<file path="src/rtl/gpr_bus_pkg.sv">
// Shared encodings for the general purpose register bus sequencer.
package gpr_bus_pkg;

  typedef enum logic [1:0] {
    OP_MOV = 2'd0,
    OP_LDI = 2'd1,
    OP_ALU = 2'd2,
    OP_ILL = 2'd3
  } op_e;

  typedef enum logic [1:0] {
    IDLE   = 2'd0,
    SETUP  = 2'd1,
    STROBE = 2'd2,
    HOLD   = 2'd3
  } state_e;

  localparam int DEF_NUM_REGS = 4;
  localparam int DEF_IDX_W    = 2;

endpackage

</file>
<file path="src/rtl/gpr_onehot_strobe.sv">
// Index + enable to a per-register strobe vector; ACT_LOW inverts every bit.
module gpr_onehot_strobe #(
  parameter int NUM_REGS = 4,
  parameter int IDX_W    = 2,
  parameter bit ACT_LOW  = 1'b0
) (
  input  logic [IDX_W-1:0]    idx,
  input  logic                en,
  output logic [NUM_REGS-1:0] vec
);

  for (genvar i = 0; i < NUM_REGS; i++) begin : g_bit
    assign vec[i] = ACT_LOW ^ (en && (idx == IDX_W'(i)));
  end

endmodule

</file>
<file path="src/rtl/gpr_bus_sequencer.sv">
// Register-bus initiator: sequences source enable, load strobe and release
// for one MOV/LDI/ALU transfer at a time.
module gpr_bus_sequencer
  import gpr_bus_pkg::*;
#(
  parameter int NUM_REGS   = DEF_NUM_REGS,
  parameter int IDX_W      = DEF_IDX_W,
  parameter int ALU_SETTLE = 2
) (
  input  logic                clk,
  input  logic                reset,
  input  logic                req_valid,
  output logic                req_ready,
  input  logic [1:0]          req_op,
  input  logic [IDX_W-1:0]    req_src,
  input  logic [IDX_W-1:0]    req_lhs,
  input  logic [IDX_W-1:0]    req_rhs,
  input  logic [IDX_W-1:0]    req_dst,
  output logic [NUM_REGS-1:0] a_main_n,
  output logic [NUM_REGS-1:0] a_lhs_n,
  output logic [NUM_REGS-1:0] a_rhs_n,
  output logic [NUM_REGS-1:0] load,
  output logic                imm_en,
  output logic                alu_out_en,
  output logic                done,
  output logic                err
);

  localparam logic [IDX_W:0] NREGS_W   = (IDX_W+1)'(NUM_REGS);
  localparam logic [3:0]     SETTLE_LD = 4'(ALU_SETTLE - 1);

  function automatic logic in_range(input logic [IDX_W-1:0] idx);
    return {1'b0, idx} < NREGS_W;
  endfunction

  state_e            state_q, state_d;
  op_e               op_q, op_d;
  logic [IDX_W-1:0]  src_q, src_d, lhs_q, lhs_d, rhs_q, rhs_d, dst_q, dst_d;
  logic [3:0]        cnt_q, cnt_d;
  logic              accept, legal, err_d;
  logic              busy_d, main_en, alu_en, imm_d, load_en;
  logic [NUM_REGS-1:0] main_n_d, lhs_n_d, rhs_n_d, load_d;

  always_comb begin
    accept = req_valid && req_ready;
    unique case (op_e'(req_op))
      OP_MOV:  legal = in_range(req_src) && in_range(req_dst);
      OP_LDI:  legal = in_range(req_dst);
      OP_ALU:  legal = in_range(req_lhs) && in_range(req_rhs) && in_range(req_dst);
      default: legal = 1'b0;
    endcase
  end

  always_comb begin
    state_d = state_q;
    op_d    = op_q;
    src_d   = src_q;
    lhs_d   = lhs_q;
    rhs_d   = rhs_q;
    dst_d   = dst_q;
    cnt_d   = cnt_q;
    err_d   = 1'b0;
    unique case (state_q)
      IDLE: begin
        if (accept) begin
          if (legal) begin
            state_d = SETUP;
            op_d    = op_e'(req_op);
            src_d   = req_src;
            lhs_d   = req_lhs;
            rhs_d   = req_rhs;
            dst_d   = req_dst;
            cnt_d   = (op_e'(req_op) == OP_ALU) ? SETTLE_LD : 4'd0;
          end else begin
            err_d = 1'b1;
          end
        end
      end
      SETUP: begin
        if (cnt_q == 4'd0) state_d = STROBE;
        else               cnt_d   = cnt_q - 4'd1;
      end
      STROBE:  state_d = HOLD;
      HOLD:    state_d = IDLE;
      default: state_d = IDLE;
    endcase
  end

  // Outputs are decoded from the next state so every strobe comes straight
  // off a flop and the source stays on through SETUP, STROBE and HOLD.
  always_comb begin
    busy_d  = (state_d != IDLE);
    main_en = busy_d && (op_d == OP_MOV);
    imm_d   = busy_d && (op_d == OP_LDI);
    alu_en  = busy_d && (op_d == OP_ALU);
    load_en = (state_d == STROBE);
  end

  gpr_onehot_strobe #(.NUM_REGS(NUM_REGS), .IDX_W(IDX_W), .ACT_LOW(1'b1)) u_main (
    .idx(src_d), .en(main_en), .vec(main_n_d)
  );
  gpr_onehot_strobe #(.NUM_REGS(NUM_REGS), .IDX_W(IDX_W), .ACT_LOW(1'b1)) u_lhs (
    .idx(lhs_d), .en(alu_en), .vec(lhs_n_d)
  );
  gpr_onehot_strobe #(.NUM_REGS(NUM_REGS), .IDX_W(IDX_W), .ACT_LOW(1'b1)) u_rhs (
    .idx(rhs_d), .en(alu_en), .vec(rhs_n_d)
  );
  gpr_onehot_strobe #(.NUM_REGS(NUM_REGS), .IDX_W(IDX_W), .ACT_LOW(1'b0)) u_load (
    .idx(dst_d), .en(load_en), .vec(load_d)
  );

  always_ff @(posedge clk) begin
    if (reset) begin
      state_q    <= IDLE;
      op_q       <= OP_MOV;
      src_q      <= '0;
      lhs_q      <= '0;
      rhs_q      <= '0;
      dst_q      <= '0;
      cnt_q      <= 4'd0;
      a_main_n   <= '1;
      a_lhs_n    <= '1;
      a_rhs_n    <= '1;
      load       <= '0;
      imm_en     <= 1'b0;
      alu_out_en <= 1'b0;
      done       <= 1'b0;
      err        <= 1'b0;
      req_ready  <= 1'b1;
    end else begin
      state_q    <= state_d;
      op_q       <= op_d;
      src_q      <= src_d;
      lhs_q      <= lhs_d;
      rhs_q      <= rhs_d;
      dst_q      <= dst_d;
      cnt_q      <= cnt_d;
      a_main_n   <= main_n_d;
      a_lhs_n    <= lhs_n_d;
      a_rhs_n    <= rhs_n_d;
      load       <= load_d;
      imm_en     <= imm_d;
      alu_out_en <= alu_en;
      done       <= (state_d == HOLD);
      err        <= err_d;
      req_ready  <= (state_d == IDLE);
    end
  end

endmodule

</file>
<file path="config.mk">
export PLATFORM = sky130hd
export DESIGN_NAME = gpr_bus_sequencer
export DESIGN_NICKNAME = d
export VERILOG_FILES = /design/src/rtl/gpr_bus_pkg.sv /design/src/rtl/gpr_onehot_strobe.sv /design/src/rtl/gpr_bus_sequencer.sv
export SDC_FILE = /design/constraint.sdc
export NUM_CORES = 1
export LEC_CHECK = 0
export BUFFER_PORTS_ARGS = -buffer_cell sky130_fd_sc_hd__buf_2
export CORE_MARGIN = 5
export CORE_UTILIZATION = 50
export CTS_BUF_LIST = sky130_fd_sc_hd__clkbuf_8
export DETAILED_ROUTE_END_ITERATION = 16
export PLACE_DENSITY = 0.74
export RECOVER_POWER = 25
export SYNTH_ARGS = -nofsm -noshare
export SYNTH_HDL_FRONTEND = slang
export SYNTH_SLANG_ARGS = --single-unit
</file>
<file path="constraint.sdc">
create_clock -name clk -period 3.2 [get_ports clk]
set_input_delay 0.64 -clock clk [delete_from_list [all_inputs] [get_ports clk]]
set_output_delay 0.64 -clock clk [all_outputs]
set_load 0.05 [all_outputs]
</file>
==> results.cfg, run 1 <==
[run_status]
status = complete, no violations

[global_route]
track_usage = 0.1662
antenna_found_initial = 0
grt_max_degree = 26
grt_pass1_wl_um = 5271
grt_overflow = 0
first_global_vias = 1233

[clock_network]
numCtsBuffers = 5
clock_latency_ns = 0.29
cts-root-buf = clkbuf_8
h-tree-depth = 2
cts.clk_slew.worst_paths_ns = 0.07
clockBufferDepth = 2
cts_resized = 0
tritoncts = built
ctsHoldBuffers = 0
post_cts_buffers = 0
clkSinkCount = 37

[cells_and_area]
layout-drive-gt1-share = 0.1939
finalInstanceArea_um2 = 1747
area_growth_pct = 16.14
final_cells = 229
nNetsFinal = 210
antenna_cells = 0
nFillCells = 254

[floorplan]
die_area_um2 = 4205
start_util = 0.5050
core_area_um2 = 2978
rows = 20
dieWidth_um = 64.85
die_y_um = 64.85
ios = 34

[sta]
finalSetupViolCount = 0
tns_ns = 0
finalHoldViolations = 0
finalWorstPathRequiredPeriod_ns = 2.006
fin_crit_sh = 0.6268
setup_slack_ns = 1.194
fmax_mhz = 498.6
rsz0062_at_grt = no
worst_slew_pin_slew_ns = 1.064
holdWs_ns = 0.5008
slew_viol_final = 0
final.setup_skew_ns = 0.002912
maxSlewHeadroom = 0.2907

[place]
place_area_um2 = 1673
port_buffers = 33
globalplace.congestion = 0.8057
pre_cts_slack_ns = 1.258
dpl.cell_count = 222
dp_hpwl_um = 2177

[worst_setup_path]
max_stage_delay_ns = 0.66
crit_slowest_cell = clkbuf_1
startpoint_type = flip-flop
criticalPathCategory = flip-flop to flip-flop
crit_arrival_ns = 2.19
cp_max_fo = 21
path_cells = nand4bb_1, nor2_1, clkbuf_1, nand3_1, a21o_1
worstPathRequired_ns = 3.39
crit_path_end_kind = flip-flop

[drt]
wl_um = 3044
drc = 0
vias_per_cell = 5.603
wl_met2_um = 1495
met1_length_um = 1268
dr.pass1.iters = 4
wl_met3_um = 190
wire_per_inst_um = 13.29
vias = 1283
dr.first_iter.drc_count = 86
top_layer = met4
ant_nets = 0

[synth]
netlist_instances = 163
synthFlopType = dfxtp_1
netlist_top_cells_count = dfxtp_1 (37), nand2_1 (15), nor3_1 (15)
synth_edf_count = 0
synth_area_per_cell_um2 = 9.227
yosysTopAreaCell = dfxtp_1
synth_cell_type_count = 37
synth_area_leaders = dfxtp_1 (49%), nor3_1 (5.0%), nor3b_1 (4.5%), a21oi_1 (4.0%), nand2_1 (3.7%)
async_flop_share = 0
yosys_warnings = 0
seq_area_frac_synth = 0.4925
yosysMostFrequentCell = dfxtp_1
syn_area_um2 = 1504
ys_ff_latch = 37
yosysTopAreaCellShare = 0.4925
synth_fp_nets = 177

[pwr]
vdd_ir_drop_max_mv = 0.3341
p_leak_nw = 0.6900
power.density_nw_per_um2 = 627.6

[run]
cap_violations = 0

[worst_hold_path]
hp-class = flip-flop to flip-flop
## area by class of cell
| type | instances | area, µm² | share of cell area |
|---|---|---|---|
| Sequential cell | 37 | 740.7 | 0.4241 |
| Multi-Input combinational cell | 115 | 706.9 | 0.4047 |
| Timing Repair Buffer | 34 | 160.2 | 0.09169 |
| Clock buffer | 6 | 82.58 | 0.04728 |
| Tap cell | 33 | 41.29 | 0.02364 |
| Inverter | 3 | 11.26 | 0.006447 |
| Clock inverter | 1 | 3.754 | 0.002149 |
## worst paths after layout
kind,depth (start not counted),from,to,slack [ns]
worst max-delay path,5,state_q[1],a_main_n[3],1.19
worst min-delay path,2,rhs_q[1],rhs_q[1],0.50
worst max register to register,5,state_q[1],a_main_n[3],1.19
worst min register to register,2,rhs_q[1],rhs_q[1],0.50
## cells in the final DEF, fill, tap and decap left out, types with 2 or more instances in the layout
cell type,netlist,layout
inv_1,3,4
nand3b_1,6,6
nor2_1,13,13
nand2_1,15,15
and3_1,5,5
a21oi_1,12,12
nand3_1,2,2
a21o_1,4,4
nor2b_1,2,2
clkbuf_8,0,6
nand2b_1,2,2
o21ai_1,2,2
nor4_1,3,3
clkbuf_1,3,8
o21bai_1,2,2
nor3b_1,9,9
nor3_1,15,15
buf_2,3,26
o21ai_0,7,7
dfxtp_1,37,37
## report_power, final
part           internal (mW)  leakage [nW]  switching [mW]
clock network          0.167        0.0485           0.151
logic                 0.0868         0.341           0.172
registers              0.495         0.301          0.0245
## layer usage
layer,vias to the layer above,GRT usage
met1,600,0.1631
li1,638,-
met4,0,0.1135
met3,8,0.07799
met2,37,0.2759
met5,-,0
## through the flow
step,total power [mW],utilization
final,1.096,0.5866
after detailed placement,0.7902,0.5618
after CTS,1.108,0.5908
after global placement,0.7789,0.5618
after global routing,1.169,0.5866
after floorplan,0.7401,-
## critical path: cells and delay by family, from the launching register on
family / cells / cell delay (ns)
and+or+nand+nor: 3 / 0.71
buffers and inverters: 1 / 0.66
DFF: 1 / 0.34
AOI/OAI and AO/OA: 1 / 0.18
## cell families after synthesis
family	Yosys count	synth area share
compound gates	31	0.1248
buf+inv	11	0.03743
fa+ha+maj	1	0.008318
simple gates	79	0.3003
mux	3	0.03078
xor+xnor	1	0.005825
flops	37	0.4925
## flip-flops by register name, indices dropped and copies added (netlist names), 2 cells and up
register / count
lhs_q: 2
cnt_q: 4
rhs_q: 2
src_q: 2
dst_q: 2
a_rhs_n: 4
a_lhs_n: 4
a_main_n: 4
load: 4
state_q: 2
op_q: 2
(Power assumes the default switching activity.)
==> run 2: changes to the inputs <==
--- a/config.mk
+++ b/config.mk
@@ -5,12 +5,13 @@
 export SDC_FILE = /design/constraint.sdc
 export NUM_CORES = 1
 export LEC_CHECK = 0
+export ABC_AREA = 1
 export BUFFER_PORTS_ARGS = -buffer_cell sky130_fd_sc_hd__buf_2
 export CORE_MARGIN = 5
-export CORE_UTILIZATION = 50
+export CORE_UTILIZATION = 49
 export CTS_BUF_LIST = sky130_fd_sc_hd__clkbuf_8
 export DETAILED_ROUTE_END_ITERATION = 16
-export PLACE_DENSITY = 0.74
+export PLACE_DENSITY = 0.76
 export RECOVER_POWER = 25
 export SYNTH_ARGS = -nofsm -noshare
 export SYNTH_HDL_FRONTEND = slang
==> constraint.sdc (replaced) <==
create_clock -name clk -period 1.8 [get_ports clk]
set_input_delay 0.36 -clock clk [delete_from_list [all_inputs] [get_ports clk]]
set_output_delay 0.36 -clock clk [all_outputs]
set_load 0.05 [all_outputs]
==> run 2 against run 1 <==
Area after synthesis shrank 4.8%. Maximum frequency grew 27%. First-iteration DRC count shrank 64%. Core utilization grew 2.6 points. Routed wire length shrank 8.4%. Clock power grew 94%. Largest power group is now combinational cells. Highest routed layer unchanged.
==> results.cfg, run 2 <==
[run_status]
status = complete, no violations

[synth]
synth_cell_type_count = 23
ys_ff_latch = 37
netlist_instances = 183
synthFlopType = dfxtp_1
syn_area_um2 = 1431
synth_area_per_cell_um2 = 7.822
synth_fp_nets = 197
yosysTopAreaCell = dfxtp_1
yosys_warnings = 0
yosysTopAreaCellShare = 0.5175
netlist_top_cells_count = dfxtp_1 (37), nand2_1 (36), nor2_1 (33)
synth_area_leaders = dfxtp_1 (52%), nand2_1 (9.4%), nor2_1 (8.7%), inv_1 (6.6%), nand4_1 (4.4%)
yosysMostFrequentCell = dfxtp_1
seq_area_frac_synth = 0.5175
async_flop_share = 0
synth_edf_count = 0

[floorplan]
die_y_um = 64.05
start_util = 0.5146
ios = 34
die_area_um2 = 4102
rows = 19
core_area_um2 = 2781
dieWidth_um = 64.05

[clock_network]
tritoncts = built
numCtsBuffers = 5
clockBufferDepth = 2
post_cts_buffers = 0
clock_latency_ns = 0.28
h-tree-depth = 2
cts_resized = 0
clkSinkCount = 37
ctsHoldBuffers = 0
cts-root-buf = clkbuf_8
cts.clk_slew.worst_paths_ns = 0.07

[worst_setup_path]
criticalPathCategory = flip-flop to flip-flop
cp_max_fo = 6
crit_arrival_ns = 1.75
critical_path.reg2reg.endpoint = a_lhs_n[1]
crit_path_end_kind = flip-flop
worstReg2RegStart = cnt_q[0]
r2r_cells = 9
worstPathRequired_ns = 1.97
startpoint_type = flip-flop
r2r_slack_ns = 0.23

[drt]
dr.pass1.iters = 4
wl_um = 2787
vias = 1222
vias_per_cell = 4.849
wire_per_inst_um = 11.06
dr.first_iter.drc_count = 31
drc = 0
ant_nets = 0

[cells_and_area]
final_common_cell = dfxtp_1
antenna_cells = 0
regArea_um2 = 740.7
finalInstanceArea_um2 = 1704
nNetsFinal = 234
most-common-layout-cells = dfxtp_1 (37), nand2_1 (36), nor2_1 (33), inv_1 (25), buf_2 (22)
layout-drive-gt1-share = 0.1946
multi_input_area_um2 = 570.5
area_growth_pct = 19.06
nFillCells = 253

[pwr]
power.density_nw_per_um2 = 1703
p_leak_nw = 0.8074
p_total_mw = 2.903
vdd_ir_drop_max_mv = 1.169

[run]
cap_violations = 0

[global_route]
grt_max_degree = 18
first_global_vias = 1110
antenna_found_initial = 0
grt_pass1_wl_um = 4788
track_usage = 0.1491
grt_overflow = 0

[sta]
slew_viol_final = 0
final.setup_skew_ns = 0.005279
finalSetupViolCount = 0
finalWorstPathRequiredPeriod_ns = 1.573
finalHoldViolations = 0
fmax_mhz = 635.6
rsz0062_at_grt = no
maxSlewHeadroom = 0.5655
holdWs_ns = 0.3403
tns_ns = 0
fin_crit_sh = 0.8741
worst_slew_pin_slew_ns = 0.6518
setup_slack_ns = 0.2267

[worst_hold_path]
hold_depth = 3
holdPathEnd = dst_q[1]
hold_start = req_dst[1]
hp-class = input pin to flip-flop

[place]
dp_hpwl_um = 2117
place_area_um2 = 1617
port_buffers = 33
pre_cts_slack_ns = 0.2214
globalplace.congestion = 0.7642
run 2: changes by cell type in the layout (fill, tap and decap cells not counted), moves of 5 or more:
cell      before  now
nor2_1        13   33
nand2_1       15   36
nand3_1        2    8
nor3b_1        9    0
inv_1          4   25
nand3b_1       6    1
nor3_1        15    3
and3_1         5    0
a21oi_1       12    3
nand4_1        0   10
run 2: stage by stage:
stage,util,instances
2_1_floorplan,-,183
3_3_place_gp,0.5812,244
3_5_place_dp,0.5812,244
4_1_cts,0.6176,252
5_1_grt,0.6127,252
6_report,0.6127,252
run 2: worst max-delay path by stage:
stage              start    endpoint  slack, ns  cells past startpoint
3_5_place_dp   req_op[1]  a_lhs_n[1]       0.22                      9
3_3_place_gp   req_op[1]  a_rhs_n[3]       0.28                      9
2_1_floorplan  req_ready  a_lhs_n[1]       0.20                      9
5_1_grt         cnt_q[0]  a_lhs_n[1]       0.08                      9
6_report        cnt_q[0]  a_lhs_n[1]       0.23                      9
4_1_cts         cnt_q[0]  a_lhs_n[1]       0.22                      9
run 2: routing by layer:
metal	GRT usage	routed length, µm	share of wire
met2	0.2211	1273	0.46
met3	0.06130	191	0.069
met5	0	0	0
met1	0.1872	1265	0.45
met4	0.07013	57	0.020
run 2: power by group:
part           switching (mW)  internal (mW)
sequential             0.0722          0.985
combinational           0.893          0.336
clock                   0.271          0.346
total                    1.24           1.67
run 2: kinds of logic (layout without fill, tap and decap cells):
logic type / count (synthesis) / after routing / share of synthesized area
buffers and inverters: 30 / 68 / 0.08392
flip-flops: 37 / 37 / 0.5175
AND/OR/NAND/NOR: 101 / 101 / 0.3365
adder cells (fa/ha/maj): 1 / 1 / 0.008740
AO/OA/AOI/OAI: 14 / 14 / 0.05332
run 2: cell type report:
| type | count | area share |
|---|---|---|
| flip-flops and latches | 37 | 0.4347 |
| multi-input cells | 116 | 0.3348 |
| repair buffers | 33 | 0.08884 |
| inverters | 27 | 0.05947 |
| clock buffers | 7 | 0.05653 |
| well taps | 31 | 0.02276 |
| clock inverters | 1 | 0.002937 |
run 2: worst max-delay path, stage by stage, from the launching register on:
cell and delay (ns):
dfxtp_1 0.33, inv_1 0.08, ha_1 0.20, nand3_1 0.13
nor2_1 0.20, nor2_1 0.14, nand2_4 0.12, nand2_2 0.08
nor2_4 0.12, nand2_1 0.07
